## config.mk

```make
export PLATFORM = sky130hd
export DESIGN_NAME = four_bit_cpu
export DESIGN_NICKNAME = d
export VERILOG_FILES = /design/src/rtl/four_bit_cpu.sv
export SDC_FILE = /design/constraint.sdc
export NUM_CORES = 1
export LEC_CHECK = 0
export CAP_MARGIN = 20
export CORE_UTILIZATION = 50
export DETAILED_ROUTE_END_ITERATION = 8
export PLACE_DENSITY = 0.81
export REMOVE_ABC_BUFFERS = 1
export SYNTH_ARGS = -nofsm -noshare
export SYNTH_HDL_FRONTEND = slang
export SYNTH_SLANG_ARGS = --single-unit
```

## constraint.sdc

```tcl
create_clock -name clk -period 5.5 [get_ports clk]
set_input_delay 0.55 -clock clk [delete_from_list [all_inputs] [get_ports clk]]
set_output_delay 0.55 -clock clk [all_outputs]
set_load 0.1 [all_outputs]
```

## src/rtl/four_bit_cpu.sv

```systemverilog
// -----------------------------------------------------------------------------
// four_bit_cpu
// Accumulator machine with a unified 2**n x 8 program/data memory.  Every
// instruction is fetched, decoded and retired in a single clock because the
// memory is read combinationally.  While rst is high the CPU is held in reset
// and program words are streamed into memory from address 0 upward.
//
// Ports
//   clk        : single clock, all state changes on the rising edge
//   rst        : synchronous active-high reset, doubles as program-load enable
//   myprogram  : program word stored at the load pointer while rst=1
//   myinput    : external data sampled by the IN instruction
//   myoutput   : registered output port, written by OUT
//   HLT        : registered, 1 once a HLT instruction has retired
//   s_flag     : registered sign flag (bit 7 of last flag-setting result)
//   z_flag     : registered zero flag
//   c_flag     : registered carry / borrow flag
//
// The 4-bit operand field addresses memory, so n is expected to stay at 4.
// -----------------------------------------------------------------------------
module four_bit_cpu #(
    parameter int n = 4
) (
    input  logic       clk,
    input  logic       rst,
    input  logic [7:0] myprogram,
    input  logic [7:0] myinput,
    output logic [7:0] myoutput,
    output logic       HLT,
    output logic       s_flag,
    output logic       z_flag,
    output logic       c_flag
);

    localparam int DEPTH = 2 ** n;

    typedef enum logic [3:0] {
        OP_NOP = 4'h0, OP_LDA = 4'h1, OP_LDI = 4'h2, OP_ADD = 4'h3,
        OP_SUB = 4'h4, OP_AND = 4'h5, OP_OR  = 4'h6, OP_XOR = 4'h7,
        OP_STA = 4'h8, OP_IN  = 4'h9, OP_OUT = 4'hA, OP_JMP = 4'hB,
        OP_JZ  = 4'hC, OP_JC  = 4'hD, OP_JS  = 4'hE, OP_HLT = 4'hF
    } opcode_t;

    logic [7:0]   r_mem [DEPTH];
    logic [7:0]   r_acc;
    logic [n-1:0] r_pc;
    logic [n-1:0] r_lp;

    logic [7:0]   w_instr;
    opcode_t      w_op;
    logic [n-1:0] w_addr;
    logic [7:0]   w_opnd;
    logic [8:0]   w_sum;
    logic [8:0]   w_diff;
    logic [7:0]   w_acc_nxt;
    logic [n-1:0] w_pc_nxt;
    logic         w_c_nxt;
    logic         w_zs_upd;
    logic         w_z_nxt;
    logic         w_s_nxt;
    logic         w_mem_we;
    logic         w_out_we;
    logic         w_halt_nxt;

    assign w_instr = r_mem[r_pc];
    assign w_op    = opcode_t'(w_instr[7:4]);
    assign w_addr  = w_instr[n-1:0];
    assign w_opnd  = r_mem[w_addr];
    assign w_sum   = {1'b0, r_acc} + {1'b0, w_opnd};
    // Bit 8 of the 9-bit difference is the unsigned borrow (A < M[k]).
    assign w_diff  = {1'b0, r_acc} - {1'b0, w_opnd};

    // Decode the current instruction into next-state values.
    always_comb begin
        w_acc_nxt  = r_acc;
        w_pc_nxt   = r_pc + n'(1);
        w_c_nxt    = c_flag;
        w_zs_upd   = 1'b0;
        w_mem_we   = 1'b0;
        w_out_we   = 1'b0;
        w_halt_nxt = 1'b0;
        case (w_op)
            OP_NOP: w_acc_nxt = r_acc;
            OP_LDA: begin w_acc_nxt = w_opnd;              w_zs_upd = 1'b1; end
            OP_LDI: begin w_acc_nxt = {4'h0, w_instr[3:0]}; w_zs_upd = 1'b1; end
            OP_ADD: begin
                w_acc_nxt = w_sum[7:0];
                w_c_nxt   = w_sum[8];
                w_zs_upd  = 1'b1;
            end
            OP_SUB: begin
                w_acc_nxt = w_diff[7:0];
                w_c_nxt   = w_diff[8];
                w_zs_upd  = 1'b1;
            end
            OP_AND: begin w_acc_nxt = r_acc & w_opnd; w_c_nxt = 1'b0; w_zs_upd = 1'b1; end
            OP_OR:  begin w_acc_nxt = r_acc | w_opnd; w_c_nxt = 1'b0; w_zs_upd = 1'b1; end
            OP_XOR: begin w_acc_nxt = r_acc ^ w_opnd; w_c_nxt = 1'b0; w_zs_upd = 1'b1; end
            OP_STA: w_mem_we = 1'b1;
            OP_IN:  begin w_acc_nxt = myinput; w_zs_upd = 1'b1; end
            OP_OUT: w_out_we = 1'b1;
            OP_JMP: w_pc_nxt = w_addr;
            OP_JZ:  if (z_flag) w_pc_nxt = w_addr; else w_pc_nxt = r_pc + n'(1);
            OP_JC:  if (c_flag) w_pc_nxt = w_addr; else w_pc_nxt = r_pc + n'(1);
            OP_JS:  if (s_flag) w_pc_nxt = w_addr; else w_pc_nxt = r_pc + n'(1);
            OP_HLT: begin w_pc_nxt = r_pc; w_halt_nxt = 1'b1; end
            default: w_acc_nxt = r_acc;
        endcase
        if (w_zs_upd) begin
            w_z_nxt = (w_acc_nxt == 8'h00);
            w_s_nxt = w_acc_nxt[7];
        end else begin
            w_z_nxt = z_flag;
            w_s_nxt = s_flag;
        end
    end

    // Memory: program load during reset, STA writes while running.
    always_ff @(posedge clk) begin
        if (rst) begin
            r_mem[r_lp] <= myprogram;
        end else if (w_mem_we && !HLT) begin
            r_mem[w_addr] <= r_acc;
        end
    end

    // CPU registers, load pointer and registered outputs.
    always_ff @(posedge clk) begin
        if (rst) begin
            r_acc    <= 8'h00;
            r_pc     <= '0;
            r_lp     <= r_lp + n'(1);
            myoutput <= 8'h00;
            HLT      <= 1'b0;
            s_flag   <= 1'b0;
            z_flag   <= 1'b0;
            c_flag   <= 1'b0;
        end else begin
            // Load pointer rewinds whenever reset is low so each pulse starts at 0.
            r_lp <= '0;
            if (!HLT) begin
                r_acc  <= w_acc_nxt;
                r_pc   <= w_pc_nxt;
                HLT    <= w_halt_nxt;
                s_flag <= w_s_nxt;
                z_flag <= w_z_nxt;
                c_flag <= w_c_nxt;
                if (w_out_we) myoutput <= r_acc;
            end
        end
    end

endmodule

```

# Word-level counts from Yosys, hierarchy flattened
# Memory sizes are Yosys's and may differ from the RTL's. A register that Yosys moved wholly into a read port is not among the register bits.
# Index checks and enable logic that the tools add are counted.
# op_classes
n_addsub,4
n_eq_ne,15
mux,21
n_bitwise,5
reduce_logical,11
# op_table
operator,n
8-bit one-hot mux with 8 select lines,1
4-bit == test (second input constant),8
4-bit two-way mux,6
4-bit one-hot mux with 5 select lines,1
4-bit by 3-bit == test with 1-bit output (second input constant),4
8-bit OR reduction,2
1-bit two-way mux,11
8-bit by 8-bit adder with 9-bit output,1
8-bit by 8-bit subtractor with 9-bit output,1
4-bit by 1-bit adder with 4-bit output (second input constant),2
8-bit bitwise AND,1
4-bit by 2-bit == test with 1-bit output (second input constant),2
8-bit logical NOT,1
8-bit two-way mux,1
8-bit OR,1
2-bit AND reduction,4
8-bit bitwise XOR,1
4-bit by 1-bit == test with 1-bit output (second input constant),1
1-bit one-hot mux with 3 select lines,1
3-bit nonzero test,1
3-bit OR reduction,1
1-bit inverter,2
1-bit logical AND,1
1-bit logical NOT,1
# word_totals
register_bits,28
mem_bits_rw,128
in_bits,18
output_inout_bits,12
elab_cells,65
memories,1
# mem_list
name,depth,width,rd,rd_clocked_by_memory_dff,write_ports,line,source
r_mem,16,8,2,1,1,44,logic [7:0] r_mem [DEPTH];

# Depth between registers and ports, before layout
# Gate-level depths: netlist (run 1).
# depth
depth_word,8
mapped_depth,25
ltp_nobuf,20

# Worst setup path before layout (run 1)
# OpenSTA, ideal clock, no wires.
# synth_timing
path_kind,register to register
startpoint,register with a tool-made name
endpoint,register z_flag
setup_time_ps,85
t_arrival_ps,5164
required_time_ps,5415
setup_slack_ps,251
stages_incl_launch_ff,26
path_buffers,7
synth_period_minus_slack_ps,5249
cell_sequence,dfxtp_1 buf_4 buf_4 buf_4 buf_4 nand3_1 a41oi_1 or2_2 buf_2 buf_2 buf_1 nand2_1 a221oi_1 nor4_1 inv_1 fa_1 a21o_1 a21o_1 a21o_1 a21oi_1 xnor2_1 o22ai_1 a222oi_1 o211ai_1 or4_1 o31ai_2
# synth_lines
element,line,source
end signal: assignment,146,z_flag <= w_z_nxt;
end: declaration,31,"output logic z_flag,"

==> results of run 1 <==
==> repair_timing <==
action                     CTS  global route
resized for setup           10            41
buffers inserted             2            18
pin swaps                    2            18
setup endpoints to repair    1             2
==> worst register-to-register path, cell delays in order, from the launching register on <==
cell and delay [ps]:
sky130_fd_sc_hd__dfxtp_4 410, sky130_fd_sc_hd__buf_6 130, sky130_fd_sc_hd__mux4_2 480, sky130_fd_sc_hd__mux2_4 280, sky130_fd_sc_hd__a22oi_2 300, sky130_fd_sc_hd__or2_4 210
sky130_fd_sc_hd__buf_8 110, sky130_fd_sc_hd__a311oi_1 50, sky130_fd_sc_hd__nor4_1 400, sky130_fd_sc_hd__buf_4 220, sky130_fd_sc_hd__inv_2 60, sky130_fd_sc_hd__ha_4 170
sky130_fd_sc_hd__fa_2 350, sky130_fd_sc_hd__a21o_1 180, sky130_fd_sc_hd__a21o_1 170, sky130_fd_sc_hd__a21o_1 170, sky130_fd_sc_hd__a21oi_2 180, sky130_fd_sc_hd__xnor2_1 140
sky130_fd_sc_hd__o22ai_1 80, sky130_fd_sc_hd__a222oi_1 410, sky130_fd_sc_hd__o211ai_1 140, sky130_fd_sc_hd__or4_1 510, sky130_fd_sc_hd__o31ai_2 220
==> routing by layer <==
| metal | track usage, % | vias up | part of all wire, % |
|---|---|---|---|
| met5 | 0 | - | 0 |
| met1 | 40.9 | 3720 | 38 |
| met2 | 48.2 | 608 | 46 |
| met4 | 16.7 | 0 | 5.4 |
| met3 | 4.77 | 132 | 11 |
| li1 | - | 3340 | - |
==> cell families (layout without fill, tap and decap cells) <==
family                     after synthesis  after routing  synth area share (%)
muxes                                   77             77                  11.7
xor gates and xnor gates                12             12                  1.17
DFF                                    160            160                  50.0
other                                    0              1                     0
adders and majority gates               29             29                  4.22
buffers and inverters                   81            192                  4.02
and+or+nand+nor                        261            261                  13.2
AOI/OAI and AO/OA                      206            206                  15.6
==> area by class of cell <==
| class | instances | area share (%) |
|---|---|---|
| well taps | 225 | 2.58 |
| diodes | 1 | 0.0229 |
| clock inverters | 15 | 1.78 |
| repair buffers | 134 | 10.4 |
| multi-input cells | 585 | 39.2 |
| clock buffers | 17 | 3.90 |
| flip-flops and latches | 160 | 41.2 |
| inverters | 26 | 0.895 |
==> sequential cells by signal, summed over array words and instances (netlist names), named ones only <==
signal and count:
r_pc 4, HLT 1, r_lp 4, z_flag 1, r_acc 8, r_mem 128, s_flag 1, myoutput 8
c_flag 1
==> metrics by stage <==
step	setup WS, ps	utilization [%]
final	31.7	62.6
after global routing	-82.6	62.6
after CTS	0.764	60.9
after detailed placement	-130	57.1
after global placement	-108	57.1
after floorplan	-1870	-
==> how the worst max path moves through the flow <==
stage | end | slack [ps] | cells past startpoint
final | z_flag | 30 | 22
after global routing | z_flag | -80 | 22
after CTS | z_flag | 0.8 | 21
after detailed placement | z_flag | -130 | 21
after global placement | z_flag | -110 | 23
after floorplan | z_flag | -1870 | 19
==> cells in the final DEF (no fill, tap or decap), types with 21 or more instances in the layout <==
| master | n |
|---|---|
| sky130_fd_sc_hd__edfxtp_1 | 128 |
| sky130_fd_sc_hd__nand2_1 | 97 |
| sky130_fd_sc_hd__buf_4 | 96 |
| sky130_fd_sc_hd__nor2_1 | 68 |
| sky130_fd_sc_hd__a21oi_1 | 61 |
| sky130_fd_sc_hd__mux2i_1 | 42 |
| sky130_fd_sc_hd__dfxtp_1 | 29 |
| sky130_fd_sc_hd__clkdlybuf4s50_1 | 29 |
| sky130_fd_sc_hd__nor3_1 | 25 |
| sky130_fd_sc_hd__ha_1 | 25 |
| sky130_fd_sc_hd__inv_1 | 23 |
| sky130_fd_sc_hd__o21ai_0 | 23 |
| sky130_fd_sc_hd__mux4_2 | 21 |
==> impl_metrics.prom, run 1 <==
# TYPE chip_impl_metric gauge
chip_impl_metric{name="cp_num_buf_inv",unit=""} 4
chip_impl_metric{name="final_area",unit="µm²"} 10900
chip_impl_metric{name="route.vias.total",unit=""} 7800
chip_impl_metric{name="dr.first_iter.drc_count",unit=""} 1187
chip_impl_metric{name="core_area",unit="µm²"} 17400
chip_impl_metric{name="grt_start_max_net_pins",unit=""} 32
chip_impl_metric{name="fp.dieH",unit="µm"} 136
chip_impl_info{name="critical_path.endpoint_type",value="flip-flop"} 1
chip_impl_metric{name="finalNonFillerCells",unit=""} 1163
chip_impl_metric{name="min_period",unit="ps"} 5470
chip_impl_metric{name="place_congestion",unit=""} 1.08
chip_impl_metric{name="antenna_found_initial",unit=""} 1
chip_impl_metric{name="synth_warnings",unit=""} 0
chip_impl_metric{name="cts.sinks",unit=""} 160
chip_impl_metric{name="worst_path_largest_cell_delay",unit="ps"} 510
chip_impl_metric{name="cts_hold_buffers",unit=""} 0
chip_impl_metric{name="synth.cell_area",unit="µm²"} 8960
chip_impl_metric{name="netlist-cell-type-count",unit=""} 62
chip_impl_metric{name="gr-total-overflow",unit=""} 0
chip_impl_info{name="cts-root-buf",value="sky130_fd_sc_hd__clkbuf_16"} 1
chip_impl_metric{name="synth_enable_flop_cells",unit=""} 128
chip_impl_info{name="hold_path_startpoint",value="myoutput[0]"} 1
chip_impl_info{name="worst_path_max_delay_cell",value="sky130_fd_sc_hd__or4_1"} 1
chip_impl_metric{name="timing.critical_path.required",unit="ps"} 5850
chip_impl_metric{name="drtPass1Iterations",unit=""} 7
chip_impl_metric{name="layout.filler_cells",unit=""} 1318
chip_impl_info{name="classification_of_the_worst_slack_hold_path",value="flip-flop to flip-flop"} 1
chip_impl_metric{name="multiInputGateArea",unit="µm²"} 4280
chip_impl_metric{name="tightestPinTransition",unit="ps"} 1050
chip_impl_metric{name="setup_viol",unit=""} 0
chip_impl_metric{name="final_min_period_over_clock_period",unit="%"} 99.4
chip_impl_info{name="worstReg2RegEnd",value="z_flag"} 1
chip_impl_metric{name="first_global_vias",unit=""} 7024
chip_impl_metric{name="insertion_delay",unit="ps"} 440
chip_impl_metric{name="ratio_of_cells_with_drive_above_1_in_the_final_layout",unit="%"} 21.5
chip_impl_metric{name="worstRegToRegCells",unit=""} 22
chip_impl_metric{name="via_per_inst",unit=""} 6.71
chip_impl_metric{name="drc",unit=""} 0
chip_impl_info{name="crit_family",value="compound AO/OA/AOI/OAI gates"} 1
chip_impl_metric{name="skew_final",unit="ps"} 7.63
chip_impl_info{name="worstPathCellList",value="buf_6, mux4_2, mux2_4, a22oi_2, or2_4, buf_8, a311oi_1, nor4_1, buf_4, inv_2, ha_4, fa_2, a21o_1, a21o_1, a21o_1, a21oi_2, xnor2_1, o22ai_1, a222oi_1, o211ai_1, or4_1, o31ai_2"} 1
chip_impl_info{name="synth_most_common_cell",value="sky130_fd_sc_hd__edfxtp_1"} 1
chip_impl_metric{name="htree_levels",unit=""} 4
chip_impl_metric{name="numPlacedInstances",unit=""} 1111
chip_impl_metric{name="worst_slew_margin_rel",unit="%"} 29.7
chip_impl_metric{name="crit_path_max_fanout",unit=""} 6
chip_impl_metric{name="clk_pin_slew_worst_paths",unit="ps"} 70
chip_impl_metric{name="hold_slack",unit="ps"} 488
chip_impl_info{name="worst_hold_endpoint",value="myoutput[0]"} 1
chip_impl_metric{name="hpwlAfterDp",unit="µm"} 18900
chip_impl_metric{name="route.detailed.wl_per_inst",unit="µm"} 24.4
chip_impl_metric{name="die_area",unit="µm²"} 18500
chip_impl_metric{name="cts_buffers",unit=""} 17
chip_impl_info{name="synth_commonest_cells",value="sky130_fd_sc_hd__edfxtp_1 (128), sky130_fd_sc_hd__nand2_1 (97), sky130_fd_sc_hd__nor2_1 (69)"} 1
chip_impl_metric{name="fin_setup_tns",unit="ps"} 0
chip_impl_info{name="synth_top_flop_cell",value="sky130_fd_sc_hd__edfxtp_1"} 1
chip_impl_metric{name="netlist.area_leader.share",unit="%"} 42.9
chip_impl_metric{name="regArea",unit="µm²"} 4490
chip_impl_info{name="cts_tree",value="built"} 1
chip_impl_metric{name="synth-seq-cells",unit=""} 160
chip_impl_metric{name="maxSlewViolCount",unit=""} 0
chip_impl_metric{name="placementRows",unit=""} 48
chip_impl_metric{name="total_global_route_track_usage",unit="%"} 30.7
chip_impl_metric{name="drt_wl_total",unit="µm"} 28300
chip_impl_metric{name="syn_avg_cell_area",unit="µm²"} 10.9
chip_impl_metric{name="placement.io_buffers",unit=""} 29
chip_impl_metric{name="maximum_count_of_clock_buffers_along_a_single_path",unit=""} 2
chip_impl_metric{name="clock.fmax",unit="GHz"} 0.183
chip_impl_metric{name="timing_hold_violations_final",unit=""} 0
chip_impl_metric{name="synth_seq_area_share",unit="%"} 50.0
chip_impl_metric{name="area_growth_syn_to_layout",unit="%"} 21.7
chip_impl_metric{name="io-pin-count",unit=""} 30
chip_impl_info{name="synth_area_leader_cell",value="sky130_fd_sc_hd__edfxtp_1"} 1
chip_impl_info{name="synth_top_cells_by_area",value="sky130_fd_sc_hd__edfxtp_1 (43%), sky130_fd_sc_hd__dfxtp_1 (7.1%), sky130_fd_sc_hd__mux4_2 (5.3%)"} 1
chip_impl_metric{name="placedInstanceArea",unit="µm²"} 9940
chip_impl_metric{name="chipWidth",unit="µm"} 136
chip_impl_metric{name="initial_utilization",unit="%"} 51.5
chip_impl_metric{name="netlist_instances",unit=""} 826
chip_impl_metric{name="hold_path_depth",unit=""} 2
chip_impl_metric{name="final_net_count",unit=""} 971
chip_impl_info{name="result_of_the_run",value="completed"} 1
chip_impl_metric{name="synth_async_sr_flop_share",unit="%"} 0
chip_impl_info{name="crit_type",value="flip-flop to flip-flop"} 1
chip_impl_info{name="startpoint_type",value="flip-flop"} 1
chip_impl_metric{name="worstPathArrival",unit="ps"} 5820
chip_impl_metric{name="ff2ff_setup_slack",unit="ps"} 30
chip_impl_metric{name="first_pass_grt_wire_length",unit="µm"} 41000
chip_impl_info{name="most_frequent_cp_cell",value="sky130_fd_sc_hd__a21o_1"} 1
chip_impl_metric{name="route.antenna.remaining_nets",unit=""} 0
chip_impl_metric{name="max_cap_viol_count",unit=""} 0
Power of run 1 is left out: the tool's default activity adds up to more than one toggle a clock period on the data nets, which glitch-free logic cannot reach.
==> inputs of run 2 (changes only) <==
- CTS_CLUSTER_SIZE: not set -> 40
- REMOVE_ABC_BUFFERS: 1 -> not set
==> run 2 against run 1 <==
Net effect:
- core utilization down 0.67 points
- die area unchanged
- cell count down 0.26%
- via count down 4.2%
- critical path depth down 1
- design area down 1.1%
- sequential share of layout area up 0.48 points
- highest routed layer unchanged
- maximum frequency up 2.0%
- clock-buffer cell count up 1
- register-to-register slack better by 110 ps
- clock skew up 4.7 ps
==> impl_metrics.prom, run 2 (synthesis gave the netlist of run 1 again) <==
# TYPE chip_impl_metric gauge
chip_impl_metric{name="wl_met3",unit="µm"} 2600
chip_impl_info{name="final_cell_mix",value="sky130_fd_sc_hd__edfxtp_1 (128), sky130_fd_sc_hd__buf_4 (98), sky130_fd_sc_hd__nand2_1 (96)"} 1
chip_impl_metric{name="dr.first_iter.drc_count",unit=""} 1032
chip_impl_info{name="cts_tree",value="built"} 1
chip_impl_metric{name="drtPass1Iterations",unit=""} 7
chip_impl_metric{name="wl_met1",unit="µm"} 10600
chip_impl_metric{name="fp.dieH",unit="µm"} 136
chip_impl_metric{name="final_area",unit="µm²"} 10800
chip_impl_metric{name="placementRows",unit=""} 48
chip_impl_metric{name="drc",unit=""} 0
chip_impl_metric{name="timing_hold_violations_final",unit=""} 0
chip_impl_metric{name="cts_buffers",unit=""} 17
chip_impl_metric{name="placedInstanceArea",unit="µm²"} 9970
chip_impl_metric{name="detailroute.wirelength.met2",unit="µm"} 12600
chip_impl_metric{name="drt_wl_total",unit="µm"} 27200
chip_impl_metric{name="utilization",unit="%"} 61.9
chip_impl_info{name="result_of_the_run",value="completed"} 1
chip_impl_metric{name="skew_final",unit="ps"} 12.3
chip_impl_metric{name="htree_levels",unit=""} 4
chip_impl_info{name="top_signal_layer_used",value="met4"} 1
chip_impl_metric{name="area_growth_syn_to_layout",unit="%"} 20.4
chip_impl_info{name="startpoint_type",value="flip-flop"} 1
chip_impl_info{name="layout.cells.most_common",value="sky130_fd_sc_hd__edfxtp_1"} 1
chip_impl_metric{name="min_period",unit="ps"} 5360
chip_impl_metric{name="route.detailed.wl_per_inst",unit="µm"} 23.5
chip_impl_metric{name="clock.fmax",unit="GHz"} 0.186
chip_impl_metric{name="maximum_count_of_clock_buffers_along_a_single_path",unit=""} 2
chip_impl_metric{name="initial_utilization",unit="%"} 51.5
chip_impl_metric{name="io-pin-count",unit=""} 30
chip_impl_metric{name="crit_path_max_fanout",unit=""} 6
chip_impl_metric{name="placement.io_buffers",unit=""} 29
chip_impl_metric{name="worstPathArrival",unit="ps"} 5710
chip_impl_metric{name="cts_hold_buffers",unit=""} 0
chip_impl_metric{name="max_cap_viol_count",unit=""} 0
chip_impl_metric{name="postSynthNetCount",unit=""} 873
chip_impl_metric{name="hold_path_depth",unit=""} 2
chip_impl_metric{name="worstRegToRegCells",unit=""} 21
chip_impl_metric{name="gr-total-overflow",unit=""} 0
chip_impl_info{name="crit_type",value="flip-flop to flip-flop"} 1
chip_impl_metric{name="ratio_of_cells_with_drive_above_1_in_the_final_layout",unit="%"} 20.5
chip_impl_metric{name="timing.critical_path.required",unit="ps"} 5850
chip_impl_metric{name="clk_pin_slew_worst_paths",unit="ps"} 70
chip_impl_info{name="cts-root-buf",value="sky130_fd_sc_hd__clkbuf_16"} 1
chip_impl_info{name="critical_path.endpoint_type",value="flip-flop"} 1
chip_impl_info{name="register_with_the_most_flip_flops",value="r_mem"} 1
chip_impl_metric{name="number_of_antenna_repair_diodes",unit=""} 0
chip_impl_metric{name="place_congestion",unit=""} 0.916
chip_impl_metric{name="cts.sinks",unit=""} 160
chip_impl_metric{name="final_net_count",unit=""} 969
chip_impl_info{name="classification_of_the_worst_slack_hold_path",value="flip-flop to flip-flop"} 1
chip_impl_metric{name="maxSlewViolCount",unit=""} 0
chip_impl_metric{name="total_global_route_track_usage",unit="%"} 30.3
chip_impl_metric{name="first_pass_grt_wire_length",unit="µm"} 40500
chip_impl_metric{name="largest_reg_flops",unit=""} 128
chip_impl_metric{name="via_per_inst",unit=""} 6.44
chip_impl_metric{name="final_min_period_over_clock_period",unit="%"} 97.5
chip_impl_metric{name="tightestPinTransition",unit="ps"} 1000
chip_impl_metric{name="core_area",unit="µm²"} 17400
chip_impl_metric{name="layout.filler_cells",unit=""} 1375
chip_impl_metric{name="chipWidth",unit="µm"} 136
chip_impl_metric{name="route.antenna.remaining_nets",unit=""} 0
chip_impl_metric{name="hpwlAfterDp",unit="µm"} 19300
chip_impl_info{name="layout_top_registers",value="r_mem (128), myoutput (8), r_acc (8)"} 1
chip_impl_metric{name="setup_viol",unit=""} 0
chip_impl_metric{name="insertion_delay",unit="ps"} 430
chip_impl_metric{name="route.vias.total",unit=""} 7475
chip_impl_metric{name="antenna_found_initial",unit=""} 0
chip_impl_metric{name="grt_start_max_net_pins",unit=""} 32
chip_impl_metric{name="first_global_vias",unit=""} 7072
chip_impl_metric{name="die_area",unit="µm²"} 18500
chip_impl_metric{name="worst_slew_margin_rel",unit="%"} 33.1
-- run 2: repair_timing --
| action | 4_1_cts | 5_1_grt |
|---|---|---|
| setup buffers | 0 | 16 |
| endpoints found under the hold margin | 0 | 0 |
| gates resized for setup | 3 | 29 |
| setup endpoints to repair | 1 | 2 |
| pin swaps | 0 | 10 |
-- run 2: through the flow --
| stage | TNS [ps] | setup WS (ps) | hold slack, ps | cells |
|---|---|---|---|---|
| after floorplan | 0 | 251 | 466 | 826 |
| after global placement | -90.4 | -90.4 | 466 | 1112 |
| after detailed placement | -107 | -107 | 476 | 1112 |
| after CTS | 0 | 2.70 | 493 | 1144 |
| after global routing | -45.4 | -45.4 | 523 | 1160 |
| final | 0 | 138 | 488 | 1160 |
-- run 2: worst paths after layout --
check,from,endpoint,slack [ps]
setup / recovery,flip-flop,z_flag,140
hold / removal,myoutput[4],myoutput[4],490
setup reg to reg,flip-flop,z_flag,140
hold reg to reg,myoutput[4],myoutput[4],490
-- run 2: metal layers --
metal | GRT usage (%) | vias up
met1 | 38.8 | 3527
li1 | - | 3328
met4 | 17.8 | 0
met3 | 6.04 | 99
met5 | 0 | -
met2 | 47.8 | 521
-- run 2: area by class of cell --
type                       count  area, µm²  share of cell area, %
clock buffer                  18        429                   3.98
clock inverter                14        151                   1.40
inverter                      26        100                  0.928
multi-input combinational    585       4220                   39.1
sequential                   160       4500                   41.7
tap                          225        282                   2.61
timing repair buffer         132       1110                   10.3
-- run 2: critical path, cell delays in order (launching register included) --
cell                       delay (ps)
sky130_fd_sc_hd__dfxtp_4          370
sky130_fd_sc_hd__buf_4            150
sky130_fd_sc_hd__mux4_2           500
sky130_fd_sc_hd__mux4_2           560
sky130_fd_sc_hd__inv_4            120
sky130_fd_sc_hd__buf_4            120
sky130_fd_sc_hd__nand2_1          210
sky130_fd_sc_hd__a221oi_1         340
sky130_fd_sc_hd__nor4_2           110
sky130_fd_sc_hd__buf_4            160
sky130_fd_sc_hd__buf_4            150
sky130_fd_sc_hd__ha_1             320
sky130_fd_sc_hd__o21ba_2          230
sky130_fd_sc_hd__o21bai_1         250
sky130_fd_sc_hd__a21o_1           220
sky130_fd_sc_hd__a21oi_1           90
sky130_fd_sc_hd__xnor2_1          130
sky130_fd_sc_hd__mux2i_1          100
sky130_fd_sc_hd__a311oi_1         410
sky130_fd_sc_hd__nand4_1          110
sky130_fd_sc_hd__or4_1            430
sky130_fd_sc_hd__o31ai_2          180
Power of run 2 is left out for the same reason.
==> inputs of run 3 (changes only) <==
- GPL_ROUTABILITY_DRIVEN: not set -> 1
==> results of run 3 <==
Final layout, timing and power as in run 2 (identical DEF).
Power of run 3 is left out for the same reason.
==> variant 1 (config.mk and constraints of run 2) <==
Register the inputs `myprogram` and `myinput` before use, without a reset. The logic sees them one clock later.
--- a/src/rtl/four_bit_cpu.sv
+++ b/src/rtl/four_bit_cpu.sv
@@ -42,2 +42,10 @@
     } opcode_t;
+
+    logic [7:0] myprogram_q;
+    logic [7:0] myinput_q;
+
+    always_ff @(posedge clk) begin
+        myprogram_q <= myprogram;
+        myinput_q   <= myinput;
+    end
 
@@ -99,3 +107,3 @@
             OP_STA: w_mem_we = 1'b1;
-            OP_IN:  begin w_acc_nxt = myinput; w_zs_upd = 1'b1; end
+            OP_IN:  begin w_acc_nxt = myinput_q; w_zs_upd = 1'b1; end
             OP_OUT: w_out_we = 1'b1;
@@ -120,3 +128,3 @@
         if (rst) begin
-            r_mem[r_lp] <= myprogram;
+            r_mem[r_lp] <= myprogram_q;
         end else if (w_mem_we && !HLT) begin
Formal check against the unedited RTL: not equivalent (Yosys sat finds a counterexample within 4 cycles, from zero or initial values and one cycle with rst high).
==> variant 1 against run 2 <==
- global-route usage fell by 4.0 points
- area after synthesis rose by 6.7%
- sequential cell count rose by 16
- highest routed layer unchanged
- critical endpoint unchanged
- setup slack improved by 0.085 ns
- clock skew rose by 0.0028 ns
- fmax rose by 1.6%
- final area rose by 0.79%
- wire length fell by 6.7%
Power is left out: the tool's default activity adds up to more than one toggle a clock period on the data nets, which glitch-free logic cannot reach.
==> variant 1: results (changes against run 2) <==
Global route
  • Largest net degree at the start of global routing: 34 (was 32)
  • Total Routing Usage GR: 26.3% (was 30.3%)
  • Number of global-route vias before repair: 6,616 (was 7,072)
  • Initial antenna violation count: 0 (unchanged)
  • First-pass GRT wire length: 38.4 mm (was 40.5 mm)

Cells and area
  • Diodes inserted: 0 (unchanged)
  • Max FFs per register: 128 (unchanged)
  • Nets: 871 (was 969)
  • Biggest register: r_mem (unchanged)
  • Share of layout cells above drive strength 1: 18.4% (was 20.5%)
  • Fill count: 1,441 (was 1,375)

Routing
  • Wire per inst: 23.7 um (was 23.5 um)
  • DR pass1 iterations: 5 (was 7)
  • Routed wl met3: 2.40 mm (was 2.60 mm)
  • DR vias/cell: 6.51 (was 6.44)
  • Metal-1 WL: 9.88 mm (was 10.6 mm)
  • Met2 WL post-DR: 12.3 mm (was 12.6 mm)
  • Iteration-0 DRC Markers: 760 (was 1,032)

Worst setup path
  • CP max stage delay: 0.55 ns
  • Crit-path slowest cell: or4_1 (was mux4_2)
  • Critical Path AT: 5.64 ns (was 5.71 ns)
  • Top delay family on crit path: compound AO/OA/AOI/OAI gates (unchanged)
  • Crit-path max FO: 14 (was 6)

Clocking
  • Clock tree root driver cell: clkbuf_16 (unchanged)
  • Clock transition at the registers of the reported paths: 0.07 ns (about the same)
  • TritonCTS buffer count: 17 (unchanged)

Synth
  • Yosys cell types: 75 (was 62)
  • Post-synth EDFFs: 128 (unchanged)
  • YS warnings: 0 (unchanged)
  • Syn nets: 828 (was 873)
  • Synth area leaders: edfxtp_1 40%, dfxtp_1 10%, mux2i_1 8.5%, mux4_2 4.9%, ha_1 3.5% (was edfxtp_1 43%, dfxtp_1 7.1%, mux4_2 5.3%, mux2i_1 5.0%, nand2_1 4.1%)
  • Top cells by instance count after synthesis: 128 x edfxtp_1, 83 x nor2_1, 81 x mux2i_1, 48 x dfxtp_1, 41 x nand2_1 (was 128 x edfxtp_1, 97 x nand2_1, 69 x nor2_1, 64 x a21oi_1, 45 x mux2i_1)
  • Sequential area share after synthesis: 50.3% (was 50.0%)
  • Async set-reset flop share out of synthesis: 0% (unchanged)

STA
  • Slew Limit Headroom: 24.5% (was 33.1%)
  • Clk_skew: 0.0151 ns (was 0.0123 ns)

Placement
  • RD Place Congestion: 0.973 (was 0.916)
  • Post-place setup slack: 0.157 ns (was -0.107 ns)
  • Post-DP HPWL: 18.0 mm (was 19.3 mm)

Status
  • Outcome: finished clean (unchanged)
-- variant 1: changes by cell type after synthesis, sizes merged, moves of 12 or more --
cell	run 2	this run
a21oi	64	37
a221oi	19	7
dfxtp	32	48
mux2	11	30
mux2i	45	81
nand2	97	43
nor2	69	86
nor3	26	8
-- variant 1: path summary, 6_finish.rpt --
| check | start | end | slack, ns | cells after the start |
|---|---|---|---|---|
| worst max-delay path | register | z_flag | 0.22 | 21 |
| worst min-delay path | myoutput[7] | myoutput[7] | 0.49 | 2 |
| worst max register to register | register | z_flag | 0.22 | 21 |
| worst min register to register | myoutput[7] | myoutput[7] | 0.49 | 2 |
-- variant 1: cells by family after synthesis --
group / Yosys count / share of synthesized area, %
adders and majority gates: 29 / 3.95
buffers and inverters: 74 / 4.57
xor gates and xnor gates: 12 / 1.10
AOI/OAI and AO/OA: 130 / 9.66
muxes: 141 / 19.5
DFF: 176 / 50.3
and+or+nand+nor: 219 / 11.0
-- variant 1: final cells by class --
type	instances	area, um^2	area share (%)
sequential	176	4810	44.2
multi-input combinational	531	4410	40.5
timing repair buffer	73	682	6.27
clock buffer	17	425	3.91
tap	234	293	2.69
clock inverter	15	168	1.54
inverter	25	93.8	0.863
-- variant 1: what timing repair did --
| action | CTS | global route |
|---|---|---|
| setup endpoints to repair | 0 | 3 |
| gates resized for setup | 0 | 15 |
| buffers inserted | 0 | 3 |
-- variant 1: tightest hold or removal path, stage by stage (launching register included) --
cell	delay, ns
dfxtp_1	0.33
a21oi_1	0.06
nor2_1	0.07
-- variant 1: stage by stage --
stage          hold slack, ns  util (%)  area (um^2)  cells
2_1_floorplan           0.483         -         9560    781
3_3_place_gp            0.467      54.4        10200   1035
3_5_place_dp            0.474      54.4        10200   1035
4_1_cts                 0.493      57.6        10800   1067
5_1_grt                 0.513      58.1        10900   1071
6_report                0.487      58.1        10900   1071
-- variant 1: metal layers --
metal  GRT usage [%]  up-vias
met5               0        -
met3            5.23       68
met1            33.6     3405
met2            43.8      439
li1                -     3059
met4            11.0        0
==> variant 2 (settings of run 2) <==
Without the edit above. The parameter `n` goes from 4 to 5. Comments in the files are not updated.
--- a/src/rtl/four_bit_cpu.sv
+++ b/src/rtl/four_bit_cpu.sv
@@ -21,3 +21,3 @@
 module four_bit_cpu #(
-    parameter int n = 4
+    parameter int n = 5
 ) (
Behaviour: not the same (Yosys sat finds a counterexample within 4 cycles, from zero or initial values and one cycle with rst high).
==> variant 2 against run 2 <==
- sequential cell count up 131
- die area up 71%
- final area up 71%
- wire length up 70%
- critical path depth unchanged
- sequential share of layout area up 3.9 points
- setup slack worse by 0.029 ns
- cell count up 48%
- area after synthesis up 72%
- clock skew about the same
Power is left out: the tool's default activity adds up to more than one toggle a clock period on the data nets, which glitch-free logic cannot reach.
==> variant 2: results (changes against run 2) <==
Status
  • Outcome: finished clean (unchanged)

Min path
  • Worst Hold Launch: myoutput[3] (was myoutput[4])
  • Hold Path End: myoutput[3] (was myoutput[4])

Worst setup path
  • Critical Path AT: 5.90 ns (was 5.71 ns)
  • R2R cell count: 21 (unchanged)
  • Crit-path max FO: 10 (was 6)

Routing
  • Met2 WL post-DR: 21.3 mm (was 12.6 mm)
  • Routed wire length: 46.4 mm (was 27.2 mm)
  • DR vias/cell: 6.70 (was 6.44)
  • DR pass1 iterations: 6 (was 7)
  • Routed wl met3: 5.10 mm (was 2.60 mm)
  • Iteration-0 DRC Markers: 1,647 (was 1,032)
  • Metal-1 WL: 17.6 mm (was 10.6 mm)

Global route
  • First-pass GRT wire length: 68.0 mm (was 40.5 mm)
  • Total Routing Usage GR: 29.3% (was 30.3%)
  • Met3 global-route usage: 5.87% (was 6.04%)
  • Largest net degree at the start of global routing: 36 (was 32)
  • Initial antenna violation count: 1 (was 0)
  • M2 GR Usage: 46.5% (was 47.8%)

Cells and area
  • Top flop regs: r_mem x256, myoutput x8, r_acc x8 (was r_mem x128, myoutput x8, r_acc x8)
  • Fill count: 2,184 (was 1,375)
  • Nets: 1,353 (was 969)

Clocking
  • H-tree levels: 1 (was 4)
  • TritonCTS buffer count: 30 (was 17)
  • Worst-Skew Late Latency: 0.56 ns (was 0.43 ns)

Synth
  • Synth area leaders: edfxtp_1 50%, mux2i_1 14%, mux4_2 7.3%, dfxtp_1 4.5%, nor2_1 2.8% (was edfxtp_1 43%, dfxtp_1 7.1%, mux4_2 5.3%, mux2i_1 5.0%, nand2_1 4.1%)
  • Yosys cell types: 68 (was 62)
  • Main combinational cell family by area after synthesis: multiplexers (was compound AO/OA/AOI/OAI gates)
  • Syn nets: 1,236 (was 873)
  • Post-synth EDFFs: 256 (was 128)
  • Top cells by instance count after synthesis: 256 x edfxtp_1, 218 x mux2i_1, 115 x nor2_1, 56 x nand2_1, 50 x mux4_2 (was 128 x edfxtp_1, 97 x nand2_1, 69 x nor2_1, 64 x a21oi_1, 45 x mux2i_1)
  • Post-Synth Adder-Cell Area: 2.37% (was 4.22%)
  • Post-synthesis mux area share: 22.2% (was 11.7%)
  • Sequential area share after synthesis: 54.3% (was 50.0%)
  • Compound-Gate Fraction of Synth Area: 9.02% (was 15.6%)
  • Synth Area in XOR/XNOR: 0.567% (was 1.17%)

STA
  • Worst Tran Pin Value: 1.16 ns (was 1.00 ns)
  • Clk_skew: 0.0127 ns (was 0.0123 ns)

Placement
  • Post-DP HPWL: 31.5 mm (was 19.3 mm)
  • RD Place Congestion: 0.937 (was 0.916)
[variant 2: cell type report]
cell class,instances,area share [%]
timing repair buffer,162,8.38
multi-input combinational,796,37.2
inverter,26,0.530
sequential,291,45.6
clock inverter,23,1.37
tap,390,2.65
clock buffer,33,4.26
[variant 2: what timing repair did]
item / 4_1_cts / 5_1_grt
cloned: 1 / 1
setup buffers: 0 / 13
gates resized for setup: 23 / 30
pin swaps: 2 / 12
endpoints found under the setup margin: 7 / 7
[variant 2: worst max-delay path: stages (launching register included)]
cell	delay [ns]
dfxtp_4	0.42
buf_12	0.16
buf_4	0.17
mux4_2	0.56
mux4_2	0.53
mux2_2	0.35
nand2_1	0.12
a221oi_1	0.07
a22oi_1	0.22
nand2_2	0.16
a21o_1	0.21
ha_1	0.22
fa_1	0.46
o21bai_1	0.16
a21oi_1	0.12
xor2_1	0.15
o2111a_1	0.23
a221o_1	0.31
a31oi_1	0.16
o31ai_1	0.15
a211oi_2	0.23
a31o_1	0.16
[variant 2: logic make-up (layout without fill, tap and decap cells)]
| kind of cell | after synthesis | in the layout |
|---|---|---|
| XOR/XNOR | 10 | 10 |
| multiplexers | 279 | 279 |
| flip-flops | 291 | 291 |
| adder cells (fa/ha/maj) | 28 | 28 |
| AO/OA/AOI/OAI | 202 | 202 |
| AND/OR/NAND/NOR | 277 | 277 |
| buffers and inverters | 103 | 244 |
[variant 2: per-stage QoR]
step	hold WS, ns	std cells	utilization (%)	setup slack [ns]
after floorplan	0.468	1190	-	0.0269
after global placement	0.472	1644	56.4	-0.158
after detailed placement	0.485	1647	56.5	-0.281
after CTS	0.500	1704	60.3	0.00929
after global routing	0.520	1721	61.3	-0.0155
final	0.496	1721	61.3	0.109
